`config.mk`:
```
export PLATFORM = sky130hd
export DESIGN_NAME = throughput_monitor_mc
export DESIGN_NICKNAME = d
export VERILOG_FILES = /design/src/rtl/throughput_monitor_mc.sv
export SDC_FILE = /design/constraint.sdc
export NUM_CORES = 1
export LEC_CHECK = 0
export BUFFER_PORTS_ARGS = -buffer_cell sky130_fd_sc_hd__buf_4
export CAP_MARGIN = 20
export CORE_ASPECT_RATIO = 1.1
export CORE_MARGIN = 2
export CORE_UTILIZATION = 35
export CTS_CLUSTER_DIAMETER = 150
export DETAILED_ROUTE_END_ITERATION = 6
export SYNTH_ARGS = -nofsm -noshare
export SYNTH_HDL_FRONTEND = slang
export SYNTH_SLANG_ARGS = --single-unit
```
`constraint.sdc`:
```
create_clock -name clk_i -period 5.9 [get_ports clk_i]
set_input_delay 0.59 -clock clk_i [delete_from_list [all_inputs] [get_ports clk_i]]
set_output_delay 0.59 -clock clk_i [all_outputs]
set_load 0.01 [all_outputs]
```
`src/rtl/throughput_monitor_mc.sv`:
```
// throughput_monitor_mc: per-channel windowed op counters with latched result/min/max and registered readout
module throughput_monitor_mc #(
  parameter int          NUM_CH         = 4,
  parameter int          COUNT_WIDTH    = 32,
  parameter int          WINDOW_WIDTH   = 32,
  parameter int unsigned DEFAULT_WINDOW = 27_000_000,
  parameter int          SEL_WIDTH      = (NUM_CH > 1) ? $clog2(NUM_CH) : 1
) (
  input  logic                    clk_i,
  input  logic                    rst_n_i,
  input  logic                    enable_i,
  input  logic                    clear_stats_i,
  input  logic [WINDOW_WIDTH-1:0] window_len_i,
  input  logic [NUM_CH-1:0]       op_valid_i,
  input  logic [SEL_WIDTH-1:0]    rd_sel_i,
  output logic [COUNT_WIDTH-1:0]  rd_result_o,
  output logic [COUNT_WIDTH-1:0]  rd_min_o,
  output logic [COUNT_WIDTH-1:0]  rd_max_o,
  output logic                    rd_sat_o,
  output logic                    window_done_o,
  output logic [15:0]             window_seq_o,
  output logic                    stats_valid_o
);
  localparam logic [COUNT_WIDTH-1:0]  ONES  = '1;
  localparam logic [WINDOW_WIDTH-1:0] ONE_W = WINDOW_WIDTH'(1);
  localparam logic [WINDOW_WIDTH-1:0] DEF_W = (DEFAULT_WINDOW == 0) ? ONE_W : WINDOW_WIDTH'(DEFAULT_WINDOW);
  logic [WINDOW_WIDTH-1:0] win_len_q, win_len_d, cyc_q;
  logic [COUNT_WIDTH-1:0]  cnt_q [NUM_CH];
  logic [COUNT_WIDTH-1:0]  final_d [NUM_CH];
  logic [COUNT_WIDTH-1:0]  result_q [NUM_CH];
  logic [COUNT_WIDTH-1:0]  min_q [NUM_CH];
  logic [COUNT_WIDTH-1:0]  max_q [NUM_CH];
  logic [NUM_CH-1:0]       sat_run_q, sat_d, sat_q;
  logic [COUNT_WIDTH-1:0]  rd_result_q, rd_min_q, rd_max_q;
  logic                    rd_sat_q, done_q, valid_q;
  logic [15:0]             seq_q;
  logic                    close, restart, sel_ok;

  always_comb begin
    win_len_d = (window_len_i == '0) ? ONE_W : window_len_i;
    close     = enable_i && !clear_stats_i && (cyc_q == win_len_q - ONE_W);
    restart   = close || !enable_i || clear_stats_i;
    sel_ok    = int'(rd_sel_i) < NUM_CH;
    final_d   = '{default: '0};
    sat_d     = '0;
    for (int i = 0; i < NUM_CH; i++) begin
      final_d[i] = (cnt_q[i] == ONES) ? cnt_q[i] : cnt_q[i] + COUNT_WIDTH'(op_valid_i[i]);
      sat_d[i]   = sat_run_q[i] | (op_valid_i[i] & (cnt_q[i] == ONES));
    end
  end

  always_ff @(posedge clk_i) begin
    if (!rst_n_i) begin
      win_len_q   <= DEF_W;
      cyc_q       <= '0;
      sat_run_q   <= '0;
      sat_q       <= '0;
      seq_q       <= '0;
      valid_q     <= 1'b0;
      done_q      <= 1'b0;
      rd_result_q <= '0;
      rd_min_q    <= ONES;
      rd_max_q    <= '0;
      rd_sat_q    <= 1'b0;
      for (int i = 0; i < NUM_CH; i++) begin
        cnt_q[i]    <= '0;
        result_q[i] <= '0;
        min_q[i]    <= ONES;
        max_q[i]    <= '0;
      end
    end else begin
      done_q <= close;
      cyc_q  <= restart ? '0 : cyc_q + ONE_W;
      if (restart) win_len_q <= win_len_d;
      if (clear_stats_i) begin
        seq_q   <= '0;
        valid_q <= 1'b0;
      end else if (close) begin
        seq_q   <= seq_q + 16'd1;
        valid_q <= 1'b1;
      end
      for (int i = 0; i < NUM_CH; i++) begin
        cnt_q[i]     <= restart ? '0 : final_d[i];
        sat_run_q[i] <= !restart && sat_d[i];
        if (clear_stats_i) begin
          result_q[i] <= '0;
          sat_q[i]    <= 1'b0;
          min_q[i]    <= ONES;
          max_q[i]    <= '0;
        end else if (close) begin
          result_q[i] <= final_d[i];
          sat_q[i]    <= sat_d[i];
          min_q[i]    <= (final_d[i] < min_q[i]) ? final_d[i] : min_q[i];
          max_q[i]    <= (final_d[i] > max_q[i]) ? final_d[i] : max_q[i];
        end
      end
      rd_result_q <= sel_ok ? result_q[rd_sel_i] : '0;
      rd_min_q    <= sel_ok ? min_q[rd_sel_i] : '0;
      rd_max_q    <= sel_ok ? max_q[rd_sel_i] : '0;
      rd_sat_q    <= sel_ok ? sat_q[rd_sel_i] : 1'b0;
    end
  end

  assign rd_result_o   = rd_result_q;
  assign rd_min_o      = rd_min_q;
  assign rd_max_o      = rd_max_q;
  assign rd_sat_o      = rd_sat_q;
  assign window_done_o = done_q;
  assign window_seq_o  = seq_q;
  assign stats_valid_o = valid_q;
endmodule

```
* Word-level counts from Yosys, hierarchy flattened
Memory sizes are Yosys's and may differ from the RTL's. A register that Yosys moved wholly into a read port is not among the register bits.
Index checks and enable logic that the tools add are counted.
** Storage, ports and cells
- Register bits after elaboration :: 91
- Latch bits :: 0
- RAM bits :: 512
- Bits in read-only memories :: 0
- Input bits :: 42
- Output and inout bits :: 115
- Word-level logic and storage cells :: 143
- Memories kept :: 4
** Memory list
- cnt_q :: words 4, bits a word 32, read ports 4, clocked after memory_dff 0, wr ports 4, line 28 : logic [COUNT_WIDTH-1:0] cnt_q [NUM_CH];
- max_q :: words 4, bits a word 32, read ports 5, clocked after memory_dff 1, wr ports 4, line 32 : logic [COUNT_WIDTH-1:0] max_q [NUM_CH];
- min_q :: words 4, bits a word 32, read ports 5, clocked after memory_dff 1, wr ports 4, line 31 : logic [COUNT_WIDTH-1:0] min_q [NUM_CH];
- result_q :: words 4, bits a word 32, read ports 1, clocked after memory_dff 1, wr ports 4, line 30 : logic [COUNT_WIDTH-1:0] result_q [NUM_CH];
** Operators by class
- Add/sub/neg operators :: 7
- $mul :: 0
- Divide/modulo/power cells :: 0
- Magnitude comparators :: 9
- Eq/ne operators :: 5
- Shift-type cells :: 0
- Mux-type cells :: 56
- Bitwise gates (word level) :: 37
- Reductions and logical operators :: 17
** Operator list (number)
- $mux 32 :: 45
- $add 32x1->32 :: 4
- $eq 32x32->1 const B :: 4
- $gt 32x32->1 :: 4
- $lt 32x32->1 :: 4
- $add 32x1->32 const B :: 1
- $eq 32x32->1 :: 1
- $logic_not 32->1 :: 1
- $or 1x1->1 :: 32
- $sub 32x1->32 const B :: 1
- $add 16x1->16 const B :: 1
- $mux 1 :: 10
- $logic_and 1x1->1 :: 6
- $logic_not 1->1 :: 6
- $and 1x1->1 :: 4
- $reduce_or 2->1 :: 2
- $lt 2x3->1 const B :: 1
- $bmux 1 s2 :: 1
- $logic_or 1x1->1 :: 2
- $not 1->1 :: 1

* Logic depth before layout (Yosys ltp)
Gate-level depths: netlist of run 1.
- Depth in word-level cells :: 8
- Gate-level depth with buffers :: 20
- Mapped depth without buffers :: 19

* Worst setup path before layout of run 1
No wires, ideal clock.
- Path kind :: reg-to-reg
- Start point :: memory cnt_q[2][21]
- End point :: memory min_q[2][0], enable pin
- Setup time :: 432 ps
- Data arrival time :: 5716 ps
- Required time :: 5468 ps
- Setup slack :: -248 ps
- Stages on the path, launching flop included :: 20
- Buffers on the path :: 1
- Cell sequence :: dfxtp_1 > and4_1 > nand4_1 > or3_1 > o31ai_1 > or2_2 > clkbuf_1 > nor2_1 > and4_1 > xnor2_1 > inv_1 > ha_1 > a21o_1 > a21o_1 > a21oi_1 > nor2_1 > a2111oi_0 > nor2_1 > or3_1 > a21oi_1
** RTL lines (line)
- start, declared :: 28
- end, declared :: 31

==> load_flow_metrics.sql, run 1 <==
INSERT INTO impl_metrics (metric_group, metric, value, unit) VALUES
('placed_design', 'preCtsSetupSlack', '0.387', 'ns'),
('detailed_routing', 'wirelength_per_cell', '21.7', 'µm'),
('setup_path', 'startpoint_type', 'flip-flop', ''),
('detailed_routing', 'routed_vias', '25200', ''),
('layout', 'layout-drive-gt1-share', '14.5', '%'),
('logic_synthesis', 'yosys_warnings', '0', ''),
('placed_design', 'placed_cells_incl_taps', '4728', ''),
('layout', 'most-common-layout-cells', 'nor2_1 (424), inv_1 (393), edfxtp_1 (384)', ''),
('setup_path', 'cp_slowest_cell', 'or3_1', ''),
('floorplanning', 'rows', '121', ''),
('grt', 'gr-usage-met2', '34.5', '%'),
('detailed_routing', 'viasPerCell', '5.17', ''),
('logic_synthesis', 'synthesis.nets', '3590', ''),
('timing', 'timing_max_transition_violations_final', '0', ''),
('timing', 'rsz0062_at_grt', 'false', ''),
('layout', 'num_antenna_cells', '0', ''),
('logic_synthesis', 'synth_async_sr_flop_share', '0', '%'),
('placed_design', 'io_buffers', '156', ''),
('logic_synthesis', 'netlist_instances', '3285', ''),
('floorplanning', 'initial_core_util', '35.3', '%'),
('timing', 'tightest_slew', '1.05', 'ns'),
('run_status', 'outcome', 'completed', ''),
('layout', 'leading_cell_type_in_the_layout_fill_and_taps_excluded', 'nor2_1', ''),
('placed_design', 'dpl_cell_area', '38200', 'µm²'),
('timing', 'timing.setup.tns', '0', 'ns'),
('detailed_routing', 'drt-initial-drc-count', '2024', ''),
('cts', 'cts.repair.resized', '0', ''),
('timing', 'layout_setup_ws', '0.298', 'ns'),
('timing', 'setup_violations', '0', ''),
('timing', 'fin_skew', '0.0431', 'ns'),
('logic_synthesis', 'synth_edf_count', '384', ''),
('detailed_routing', 'detail_route.wirelength', '106000', 'µm'),
('layout', 'nFillCells', '9505', ''),
('cts', 'insertion_delay', '0.67', 'ns'),
('setup_path', 'critical_path_cell_sequence', 'and4_1 -> nand4_1 -> or3_1 -> and3_1 -> and3_1 -> nand4_1 -> xor2_1 -> inv_1 -> ha_1 -> nand4_1 -> nor2_1 -> nand3_1 -> nor3_1 -> buf_4 -> nand4_1 -> a21oi_1 -> or3_1 -> o31ai_1 -> a21oi_4 -> buf_4', ''),
('cts', 'post_cts_hold_fix_bufs', '0', ''),
('cts', 'clkTransAtPathRegs', '0.06', 'ns'),
('layout', 'multi_input_area', '15100', 'µm²'),
('grt', 'grt_overflow', '0', ''),
('grt', 'grt_util_all_layers', '20.6', '%'),
('setup_path', 'critical-path-max-stage-delay', '0.47', 'ns'),
('floorplanning', 'core_region', '98900', 'µm²'),
('placed_design', 'dpl_wire_length', '80600', 'µm'),
('cts', 'clockRootBuffer', 'clkbuf_16', ''),
('layout', 'final-seq-area', '17800', 'µm²'),
('logic_synthesis', 'ys_seq_elements', '699', ''),
('cts', 'ctsHtreeMaxLevel', '3', ''),
('floorplanning', 'die-height', '335', 'µm'),
('grt', 'antenna_violations_before_repair', '4', ''),
('cts', 'post_cts.repair.setup_buffers', '0', ''),
('setup_path', 'worst_ep_required_time', '6.24', 'ns'),
('setup_path', 'worst-setup-path-type', 'reg -> reg', ''),
('timing', 'relSlewSlack', '29.4', '%'),
('timing', 'hold_ws', '0.150', 'ns'),
('placed_design', 'final_replace_weighted_congestion', '0.929', ''),
('floorplanning', 'floorplan.die_area', '102000', 'µm²'),
('floorplanning', 'top_level_ports', '157', ''),
('cts', 'cts_max_path_buffers', '3', ''),
('timing', 'timing_hold_violations_final', '0', ''),
('logic_synthesis', 'synth.area.top_cells', 'edfxtp_1 (33%), dfxtp_1 (18%), ha_1 (9.4%)', ''),
('detailed_routing', 'route.detailed.drc', '0', ''),
('floorplanning', 'die_w', '305', 'µm'),
('grt', 'maximum_number_of_pins_on_one_net_before_global_route_repair', '129', ''),
('min_path', 'timing.hold.worst.class', 'in -> reg', ''),
('detailed_routing', 'final_antenna_net_count', '0', ''),
('cts', 'numCtsBuffers', '82', ''),
('setup_path', 'critical-path-top-cell-by-count', 'nand4_1', ''),
('power', 'max-vdd-ir-drop', '0.000192', 'V'),
('layout', 'syn2layout_area_growth', '17.3', '%'),
('layout', 'post_layout_nonfiller_instances', '4881', ''),
('timing', 'final.period_utilization', '94.9', '%');
[area by class of cell]
cell class / count / share of cell area, %
sequential: 699 / 43.6
multi-input combinational: 2072 / 36.9
clock buffer: 113 / 5.57
tap: 1291 / 3.95
clock inverter: 40 / 0.990
inverter: 396 / 3.64
timing repair buffer: 270 / 5.33
[per-layer routing]
metal / share of wire, % / vias to the layer above
met5: 0.013 / -
met4: 3.3 / 2
met3: 6.5 / 175
met2: 47 / 863
met1: 43 / 12300
li1: - / 11900
[registers in the layout, indices dropped and copies added, names as in the netlist]
name / cells
sat_q: 4
window_done_o: 1
window_seq_o: 16
rd_result_o: 32
win_len_q: 32
sat_run_q: 4
cnt_q: 128
result_q: 128
min_q: 128
cyc_q: 32
rd_max_o: 32
max_q: 128
rd_sat_o: 1
stats_valid_o: 1
rd_min_o: 32
[worst paths after layout]
path,start,to,slack [ns],cells past startpoint
hold reg to reg,sat_run_q[3],sat_run_q[3],0.46,2
setup reg to reg,cnt_q[1][24],max_q[1][10],0.30,20
setup / recovery,cnt_q[1][24],max_q[1][10],0.30,20
hold / removal,window_len_i[23],win_len_q[23],0.15,3
[report_power, final]
part | switching [mW] | leakage (nW) | internal (mW) | total (mW)
clock network | 2.15 | 1.31 | 2.99 | 5.14
logic | 0.323 | 10.2 | 0.225 | 0.547
registers | 0.0771 | 6.35 | 5.23 | 5.31
[Yosys cell counts (all sizes together) (6+ instances only)]
cell type and n:
nand2 286, dfxtp 315, o21a 11, mux4 97
nand3b 6, and2 76, nor4b 6, nor3 48
nand3 98, a221oi 7, a21oi 87, buf 62
or2 7, nor4 34, a211oi 10, nor2b 13
nand4 97, or4 6, a21o 73, inv 396
edfxtp 384, xor2 95, and4 23, ha 263
o211ai 14, and3 27, or3 14, o21ai 54
xnor2 100, a2111oi 7, nor2 425, nand2b 22
mux2i 19, clkbuf 56
[kinds of logic (layout without fill, tap and decap cells)]
group | Yosys count | count (layout) | synth area share (%)
AND/OR/NAND/NOR | 1195 | 1195 | 16.2
flip-flops | 699 | 699 | 51.1
buffers and inverters | 514 | 819 | 5.86
AO/OA/AOI/OAI | 302 | 302 | 5.67
adder cells (fa/ha/maj) | 263 | 263 | 9.43
XOR/XNOR | 196 | 196 | 4.96
multiplexers | 116 | 116 | 6.81
[worst max-delay path: cells and delay by family, from the launching register on]
kind	cells	cell delay (ns)
compound gates	3	0.65
xor+xnor	1	0.35
fa+ha+maj	1	0.32
buf+inv	3	0.59
flops	1	0.40
simple gates	12	2.96
(Power assumes the default switching activity.)
==> run 2, diff against run 1 <==
--- a/config.mk
+++ b/config.mk
@@ -7,11 +7,14 @@
 export LEC_CHECK = 0
 export BUFFER_PORTS_ARGS = -buffer_cell sky130_fd_sc_hd__buf_4
 export CAP_MARGIN = 20
+export CELL_PAD_IN_SITES_DETAIL_PLACEMENT = 0
+export CELL_PAD_IN_SITES_GLOBAL_PLACEMENT = 1
 export CORE_ASPECT_RATIO = 1.1
-export CORE_MARGIN = 2
 export CORE_UTILIZATION = 35
 export CTS_CLUSTER_DIAMETER = 150
 export DETAILED_ROUTE_END_ITERATION = 6
+export PLACE_DENSITY_LB_ADDON = 0.1
+export SETUP_SLACK_MARGIN = 0.4
 export SYNTH_ARGS = -nofsm -noshare
 export SYNTH_HDL_FRONTEND = slang
 export SYNTH_SLANG_ARGS = --single-unit
==> run 2 against run 1 <==
  * Die area is 1.2% lower
  * Fmax rose by 6.0%
  * First-iteration DRC count decreased by 15%
  * Final cell count rose by 1.1%
  * Combinational power is 4.4% higher
  * Sequential power about the same
  * Hold slack better by 0.016 ns
  * Count of clock-buffer cells in the layout decreased by 5
  * Critical path type unchanged
  * Critical endpoint is now max_q[1][17]
  * Highest routed layer unchanged
==> load_flow_metrics.sql, run 2 (same netlist as run 1, synthesis figures left out) <==
INSERT INTO impl_metrics (metric_group, metric, value, unit) VALUES
('placed_design', 'preCtsSetupSlack', '-0.376', 'ns'),
('cts', 'cts_tree', 'built', ''),
('floorplanning', 'initial_core_util', '35.3', '%'),
('grt', 'grt_pass1_wl', '172000', 'µm'),
('timing', 'final.period_utilization', '89.6', '%'),
('setup_path', 'worstSetupEndpointType', 'flip-flop', ''),
('layout', 'nFillCells', '9410', ''),
('layout', 'num_antenna_cells', '0', ''),
('setup_path', 'worst-path-max-fanout', '17', ''),
('floorplanning', 'top_level_ports', '157', ''),
('floorplanning', 'die_w', '303', 'µm'),
('job', 'max_cap_violations', '0', ''),
('cts', 'clkTransAtPathRegs', '0.06', 'ns'),
('floorplanning', 'die-height', '333', 'µm'),
('detailed_routing', 'first_pass_iters', '5', ''),
('timing', 'setup_violations', '0', ''),
('layout', 'finish.utilization', '42.2', '%'),
('setup_path', 'worst_ep_required_time', '6.24', 'ns'),
('setup_path', 'cp_slowest_cell', 'dfxtp_1', ''),
('layout', 'post_layout_nonfiller_instances', '4937', ''),
('layout', 'syn2layout_area_growth', '19.7', '%'),
('timing', 'timing_max_transition_violations_final', '0', ''),
('setup_path', 'family_with_the_most_delay_on_the_worst_path', 'simple AND/OR/NAND/NOR gates', ''),
('detailed_routing', 'wirelength_per_cell', '23.7', 'µm'),
('detailed_routing', 'detail_route.wirelength.met1', '50800', 'µm'),
('detailed_routing', 'routed_vias', '25300', ''),
('detailed_routing', 'viasPerCell', '5.12', ''),
('detailed_routing', 'met2_length', '59000', 'µm'),
('timing', 'rsz0062_at_grt', 'false', ''),
('layout', 'layout-drive-gt1-share', '17.4', '%'),
('power', 'max-vdd-ir-drop', '0.000209', 'V'),
('cts', 'cts.sinks', '699', ''),
('floorplanning', 'floorplan.die_area', '101000', 'µm²'),
('grt', 'antenna_violations_before_repair', '1', ''),
('setup_path', 'critical-path-max-stage-delay', '0.42', 'ns'),
('timing', 'timing.setup.tns', '0', 'ns'),
('timing', 'tightest_slew', '0.908', 'ns'),
('detailed_routing', 'route.detailed.drc', '0', ''),
('timing', 'timing_hold_violations_final', '0', ''),
('grt', 'maximum_number_of_pins_on_one_net_before_global_route_repair', '129', ''),
('timing', 'fin_skew', '0.0171', 'ns'),
('run_status', 'outcome', 'completed', ''),
('setup_path', 'reg2reg_setup_slack', '0.61', 'ns'),
('detailed_routing', 'final_antenna_net_count', '0', ''),
('setup_path', 'startpoint_type', 'flip-flop', ''),
('layout', 'leading_cell_type_in_the_layout_fill_and_taps_excluded', 'nor2_1', ''),
('setup_path', 'critical_path_cell_sequence', 'and4_1 -> nand2_1 -> or3_1 -> and3_2 -> and3_1 -> nand3_1 -> xor2_2 -> inv_1 -> ha_1 -> nand4_1 -> nor2_4 -> nand3_2 -> nor3_4 -> buf_4 -> nand4_1 -> a21oi_2 -> or3_1 -> o31ai_1 -> a21oi_4 -> buf_12', ''),
('layout', 'most-common-layout-cells', 'nor2_1 (418), inv_1 (393), edfxtp_1 (384)', ''),
('cts', 'numCtsBuffers', '83', ''),
('timing', 'post-route-min-period', '5.29', 'ns'),
('detailed_routing', 'detailroute.wirelength.met3', '4530', 'µm'),
('placed_design', 'dpl_cell_area', '38700', 'µm²'),
('power', 'p_leak', '18.2', 'nW'),
('cts', 'ctsHtreeMaxLevel', '3', ''),
('cts', 'insertion_delay', '0.66', 'ns'),
('layout', 'stdcell_area', '41800', 'µm²'),
('setup_path', 'timing.critical_path.arrival', '5.63', 'ns'),
('placed_design', 'io_buffers', '156', ''),
('timing', 'achievable_clock_frequency', '189', 'MHz'),
('timing', 'layout_setup_ws', '0.613', 'ns'),
('cts', 'cts_max_path_buffers', '3', ''),
('grt', 'first_global_vias', '26200', ''),
('detailed_routing', 'highest_metal_layer_with_signal_wires', 'met5', ''),
('placed_design', 'final_replace_weighted_congestion', '0.898', ''),
('setup_path', 'crit_buf_inv', '3', ''),
('cts', 'post_cts_hold_fix_bufs', '0', ''),
('detailed_routing', 'detail_route.wirelength', '117000', 'µm'),
('timing', 'relSlewSlack', '39.5', '%'),
('floorplanning', 'rows', '121', ''),
('placed_design', 'placed_cells_incl_taps', '4775', ''),
('setup_path', 'worst-setup-path-type', 'reg -> reg', ''),
('floorplanning', 'core_region', '98900', 'µm²'),
('placed_design', 'dpl_wire_length', '88400', 'µm'),
('detailed_routing', 'drt-initial-drc-count', '1726', ''),
('power', 'power-per-cell-area', '267', 'nW/µm²'),
('grt', 'grt_overflow', '0', ''),
('grt', 'grt_util_all_layers', '23.2', '%'),
('min_path', 'timing.hold.worst.class', 'in -> reg', ''),
('cts', 'clockRootBuffer', 'clkbuf_16', ''),
('layout', 'fin_nets', '3881', '');
-- run 2: power by group --
group          switching (mW)  leakage, nW  internal (mW)
Clock                    2.19         1.34           3.10
Sequential             0.0772         6.35           5.23
Combinational           0.341         10.5          0.230
Total                    2.60         18.2           8.56
-- run 2: what timing repair did --
item                       in CTS  in global routing
setup endpoints to repair     146                218
setup buffers                   3                  4
gates resized for setup        26                 32
pin swaps                       3                  6
-- run 2: through the flow --
step | hold slack, ns | power, mW
finish | 0.166 | 11.2
global route | 0.156 | 11.5
CTS | 0.122 | 11.3
detailed placement | 0.445 | 5.99
global placement | 0.440 | 5.99
floorplan | 0.420 | 5.71
-- run 2: path summary, 6_finish.rpt --
path,start,cells after the start,to
worst min register to register,sat_run_q[3],2,sat_run_q[3]
worst max register to register,cnt_q[1][16],20,max_q[1][17]
worst max-delay path,cnt_q[1][16],20,max_q[1][17]
worst min-delay path,window_len_i[24],3,win_len_q[24]
-- run 2: metal layers --
metal / GRT usage (%) / up-vias
met1: 29.8 / 12600
li1: - / 12000
met4: 6.42 / 2
met5: 0 / -
met3: 2.74 / 144
met2: 40.8 / 587
-- run 2: cell type report --
| cell class | instances | area, µm² | area share, % |
|---|---|---|---|
| flip-flops and latches | 699 | 17800 | 42.7 |
| multi-input cells | 2072 | 15400 | 36.9 |
| well taps | 1291 | 1620 | 3.87 |
| inverters | 396 | 1490 | 3.58 |
| clock inverters | 47 | 517 | 1.24 |
| repair buffers | 324 | 2650 | 6.34 |
| clock buffers | 108 | 2240 | 5.37 |
-- run 2: worst min-delay path: stages --
cell and delay [ns]:
buf_4 0.08, mux2i_1 0.05, nand2_1 0.06
